<file path="config.mk">
export PLATFORM = sky130hd
export DESIGN_NAME = fetch_unit_von
export DESIGN_NICKNAME = d
export VERILOG_FILES = /design/src/rtl/fetch_unit_von.sv
export SDC_FILE = /design/constraint.sdc
export NUM_CORES = 1
export LEC_CHECK = 0
export CORE_AREA = 2 2 48 50
export CTS_CLUSTER_SIZE = 20
export DETAILED_ROUTE_END_ITERATION = 16
export DIE_AREA = 0 0 50 52
export PLACE_DENSITY = 0.78
export SETUP_SLACK_MARGIN = 0.15
export SYNTH_ARGS = -nofsm -noshare
export SYNTH_HDL_FRONTEND = slang
export SYNTH_SLANG_ARGS = --single-unit
</file>
<file path="constraint.sdc">
create_clock -name clk -period 2.5 [get_ports clk]
set_input_delay 0.5 -clock clk [delete_from_list [all_inputs] [get_ports clk]]
set_output_delay 0.5 -clock clk [all_outputs]
set_load 0.01 [all_outputs]
</file>
<file path="src/rtl/fetch_unit_von.sv">
// fetch_unit_von: instruction fetch sequencer (IDLE/REQ/VALID/HALT) driving an external PC.
// Define FETCH_TIMEOUT_EN to add a REQ wait timeout (WAIT_MAX cycles) that raises fetch_err and halts.
module fetch_unit_von #(
   parameter int WAIT_MAX = 15
) (
   input  logic       clk,
   input  logic       clear,
   input  logic       run,
   input  logic [7:0] pc_value,
   output logic       pc_load,
   output logic [7:0] pc_data,
   output logic       pc_inc,
   output logic       pc_clear,
   output logic       mem_rd,
   output logic [7:0] mem_addr,
   input  logic       mem_ready,
   input  logic [7:0] mem_data,
   output logic [7:0] instr,
   output logic       instr_valid,
   input  logic       instr_ack,
   input  logic       branch_req,
   input  logic [7:0] branch_target,
   input  logic       halt,
   output logic       halted,
   output logic       fetch_err
);
   typedef enum logic [1:0] {IDLE, REQ, VALID, HALT} state_t;
   state_t     r_state;
   logic [7:0] r_instr;
   logic       w_ack;
   logic       w_timeout;
   assign w_ack       = (r_state == VALID) && instr_ack && !clear;
   assign mem_rd      = r_state == REQ;
   assign mem_addr    = mem_rd ? pc_value : 8'h00;
   assign pc_inc      = mem_rd && mem_ready && !clear;
   assign pc_load     = w_ack && branch_req;
   assign pc_data     = pc_load ? branch_target : 8'h00;
   assign pc_clear    = clear;
   assign instr       = r_instr;
   assign instr_valid = r_state == VALID;
   assign halted      = r_state == HALT;
`ifdef FETCH_TIMEOUT_EN
   logic [3:0] r_wait;
   logic       r_err;
   assign w_timeout = mem_rd && !mem_ready && (r_wait + 4'd1 == 4'(WAIT_MAX));
   assign fetch_err = r_err;
   // counter is zero outside REQ, so it is already reloaded on every entry
   always_ff @(posedge clk)
      if (clear) begin
         r_wait <= 4'd0;
         r_err  <= 1'b0;
      end else begin
         r_wait <= (mem_rd && !mem_ready) ? r_wait + 4'd1 : 4'd0;
         r_err  <= r_err | w_timeout;
      end
`else
   assign w_timeout = 1'b0;
   // constant 0; WAIT_MAX only matters with the timeout built in
   assign fetch_err = WAIT_MAX < 0;
`endif
   always_ff @(posedge clk)
      if (clear) begin
         r_state <= IDLE;
         r_instr <= 8'h00;
      end else
         case (r_state)
            IDLE:  r_state <= run ? REQ : IDLE;
            REQ:
               if (mem_ready) begin
                  r_instr <= mem_data;
                  r_state <= VALID;
               end else if (w_timeout)
                  r_state <= HALT;
            VALID: if (instr_ack) r_state <= halt ? HALT : run ? REQ : IDLE;
            default: r_state <= HALT;
         endcase
endmodule
</file>
# After elaboration in Yosys (flattened, before gate mapping)
# Cells that the tools add are included.
totals:
  regBits: 10
  in_bits: 31
op_classes:
  eq_ne: 5
  n_mux: 7
  n_reduce_logical: 9
op_table:
  columns: ["cell", "count"]
  rows:
  - ["2-to-1 mux 8 bit", 2]
  - ["2-to-1 mux 2 bit", 3]
  - ["case mux 2 bit (3 select lines)", 1]
  - ["logical AND 1 bit", 5]
  - ["== test 2 bit (second input constant)", 2]
  - ["!= test 2 x 1 -> 1 bit (second input constant)", 2]
  - ["AND reduction 2 bit", 2]
  - ["== test 2 x 1 -> 1 bit (second input constant)", 1]
  - ["zero test 2 bit", 1]
  - ["zero test 1 bit", 1]
  - ["2-to-1 mux 1 bit", 1]

# Longest topological paths before layout
logic_depth:
  word_depth: 5
  ltp_mapped: 4
  mapped_depth_nobuf: 3

# Least setup slack after synthesis
# OpenSTA, ideal clock, no wires.
synth_timing:
  kind: "input-to-output"
  from: "input clear"
  to: "output pc_data[0]"
  arrival_ps: 1022
  path_slack_ps: 978
  cell_stages: 3
  path_cell_list: "and4b_1 > buf_4 > and2_1"
synth_between:
  elab_chain_len: 4
synth_rtl:
  columns: ["item", "line", "source"]
  rows:
  - ["start: declaration", "7", "input logic clear,"]
  - ["zero test 1 bit", "32", "assign w_ack = (r_state == VALID) && instr_ack && !clear;"]
  - ["logical AND 1 bit", "32", null]
  - ["logical AND 1 bit", "36", "assign pc_load = w_ack && branch_req;"]
  - ["net pc_load", "10", "output logic pc_load,"]
  - ["2-to-1 mux 8 bit", "37", "assign pc_data = pc_load ? branch_target : 8'h00;"]
  - ["end: declaration", "11", "output logic [7:0] pc_data,"]
# The timed path passes the listed nets, and every way through them passes these cells.

# Final worst setup path
layout_timing:
  from: "input clear"
  to: "output pc_data[6]"
layout_between:
  elab_chain_len: 4
layout_rtl:
  columns: ["item", "line"]
  rows:
  - ["zero test 1 bit", "32"]
  - ["logical AND 1 bit", "32"]
  - ["logical AND 1 bit", "36"]
  - ["2-to-1 mux 8 bit", "37"]
# Every way passes these cells.

==> reports/results.ini <==
[pwr]
cellPowerDensity_nw_per_um2=365.8
internal-power_w=0.0003493
p_comb_share_pct=30.8
ir_worst_vdd_mv=0.2576
switching_share_pct=23.45
power.static_leakage_nw=0.7185
p_sw_w=0.0001070
pwr-share-seq_pct=39.0
p_clk_share_pct=30.2

[route]
postRouteAntennaNets=0
drc=0
routed_via_density=4.462
routed_wl_mm=2.103
vias=696
drt_first_iter_violations=8
dr.pass1.iters=4
wl_per_cell_um=13.48

[synth]
synth_top_area_cell=dfxtp_1
synth_seq_cells=10
synthDistinctLibCells=19
synth_seq_area_share_pct=36.61
avgSynthCellArea_um2=8.412
yosys-top-cells-area=dfxtp_1 37%, mux2i_1 15%, and2_1 9.2%
syn-num-nets=96
yosysTopAreaCellShare_pct=36.61
ys_warn_count=0
syn-cell-area_um2=546.8
syn-instance-count=65

[timing]
max_freq_ghz=0.4240
finalClockSkew_ps=3.670
tns_ps=0
post-route-min-period_ps=2358
finalCritPeriodShare_pct=94.34
timing.final.hold_violations=0
hold_slack_ps=501.8
final_max_slew_viol_count=0
rsz0062_at_grt=true
finalSetupViolations=0

[floorplanning]
num_rows=17
core_area_um2=2106
die-area_um2=2600
io_pins=62
initial_core_util_pct=25.97
die_h_um=52
die_w_um=50

[critical_path]
r2r-end=instr[7]$_SDFFE_PP0P_
required_ps=2000
cp_data_arrival_time_ps=1860
startpoint=clear
end_kind=primary output
ff2ff_setup_slack_ps=1220
cp-start-kind=input pin
crit_path_cell_trace=clkdlybuf4s50_1 > and4b_2 > buf_4 > buf_4 > and2_1 > dlymetal6s2s_1
critical_path.max_fanout=3
endpoint=pc_data[6]
critPathKind=input pin to primary output
slowest_stage=clkdlybuf4s50_1
crit_family=buffers and inverters
max_stage_delay_ps=510
cp.buffers_inverters=4
reg2reg_depth=4
r2r_start=r_state[0]$_SDFFE_PP0P_
cp.depth=6
path_common_cell=buf_4

[finish]
final-seq-area_um2=200.2
antenna_cells=0
area_delta_synth_final_pct=128.1
final_area_um2=1247
final_nets=160
multiInputGateArea_um2=304.0
final_cells=156
final_common_cell=clkdlybuf4s50_1
fill_cells=177
mostFrequentLayoutCells=51 x clkdlybuf4s50_1, 11 x nor2_1, 10 x dfxtp_1
drive_gt1_share_pct=8.594

[clocking]
cts_buffers=3
clk_pin_slew_worst_paths_ps=60
htree_levels=1
cts_tree=done
clock-sinks=10
clock_path_buffers=2
root_buffer=clkbuf_4
clock_latency_ps=250

[grt]
antenna_found_initial=0
grt-ovfl-total=0
grt_usage_pct=14.37
grt_start_max_net_pins=15
grt_pass1_vias=587
grt_pass1_wl_mm=2.856

[placement]
dp_hpwl_mm=1.506
port_buffers=60
dpl.cell_count=149
finalWeightedCongestion=0.6563
placed_cell_area_um2=1162

[hold_path]
min_path_type=flop to flop

[status]
status=complete, no violations

[run]
maxCapViolations=0

## power groups by stage
| stage | Combinational, W | Clock, W | Sequential (W) |
|---|---|---|---|
| 2_1_floorplan | 0.0000495 | 0 | 0.000180 |
| 3_3_place_gp | 0.000137 | 0 | 0.000180 |
| 3_5_place_dp | 0.000138 | 0 | 0.000181 |
| 4_1_cts | 0.000138 | 0.000145 | 0.000178 |
| 5_1_grt | 0.000150 | 0.000152 | 0.000179 |
| 6_report | 0.000141 | 0.000138 | 0.000178 |
## synth_stat cells
cell type,number
and3_1,8
a221oi_1,1
a21oi_1,1
conb_1,1
o31ai_1,1
clkbuf_1,2
inv_1,3
o22ai_1,1
o21ai_0,1
and2_1,8
nand2_1,1
buf_4,4
buf_2,1
mux2i_1,8
nand3b_1,1
nor2b_4,1
dfxtp_1,10
nor2_1,11
and4b_1,1
## metal layers
metal,vias to the layer above,wire (µm),GRT usage (%)
met5,-,0,0
met4,0,4,5.556
met3,2,205,5.747
met2,43,1007,24.34
met1,305,886,16.06
li1,346,-,-
## through the flow
step | setup WS, ps | power [W] | utilization [%]
after floorplan | 977.7 | 0.0002294 | -
final | 141.5 | 0.0004563 | 59.24
after global placement | 38.12 | 0.0003172 | 55.20
after global routing | 119.5 | 0.0004819 | 59.24
after CTS | 51.89 | 0.0004612 | 56.98
after detailed placement | 13.43 | 0.0003192 | 55.20
## logic make-up after synthesis
group	share of synthesized area [%]
AO/OA/AOI/OAI	5.949
flip-flops	36.61
buffers and inverters	9.840
other	0.6858
multiplexers	14.65
AND/OR/NAND/NOR	32.27
## worst min path at each step
stage                                  startpoint  slack, ps                       to  depth (start not counted)
final                       instr[5]$_SDFFE_PP0P_        500    instr[5]$_SDFFE_PP0P_                          2
after global routing        instr[6]$_SDFFE_PP0P_        550    instr[6]$_SDFFE_PP0P_                          2
after CTS                   instr[3]$_SDFFE_PP0P_        510    instr[3]$_SDFFE_PP0P_                          2
after detailed placement    instr[3]$_SDFFE_PP0P_        500    instr[3]$_SDFFE_PP0P_                          2
after global placement      instr[3]$_SDFFE_PP0P_        480    instr[3]$_SDFFE_PP0P_                          2
after floorplan           r_state[1]$_SDFFE_PP0P_        480  r_state[1]$_SDFFE_PP0P_                          2
## worst min-delay path: stages, from the launching register on
cell and delay, ps:
dfxtp_1 330, mux2i_1 70, nor2_1 70
## cell type report
cell class	count	area share (%)
Clock buffer	4	2.909
Inverter	3	0.9027
Multi-Input combinational cell	46	24.37
Sequential cell	10	16.05
Tap cell	28	2.808
Timing Repair Buffer	65	52.96
## flip-flops by register name, indices dropped and copies added, names as in the netlist
signal / count
instr: 8
r_state: 2
## repair_timing
item                                    4_1_cts  5_1_grt
endpoints found under the setup margin        9        9
pin swaps                                     1        2
gates cloned                                  0        1
buffers inserted                              0        2
hold buffers                                  0        0
resized for setup                             1        9
Note: power is estimated with default switching activity, not from simulation.
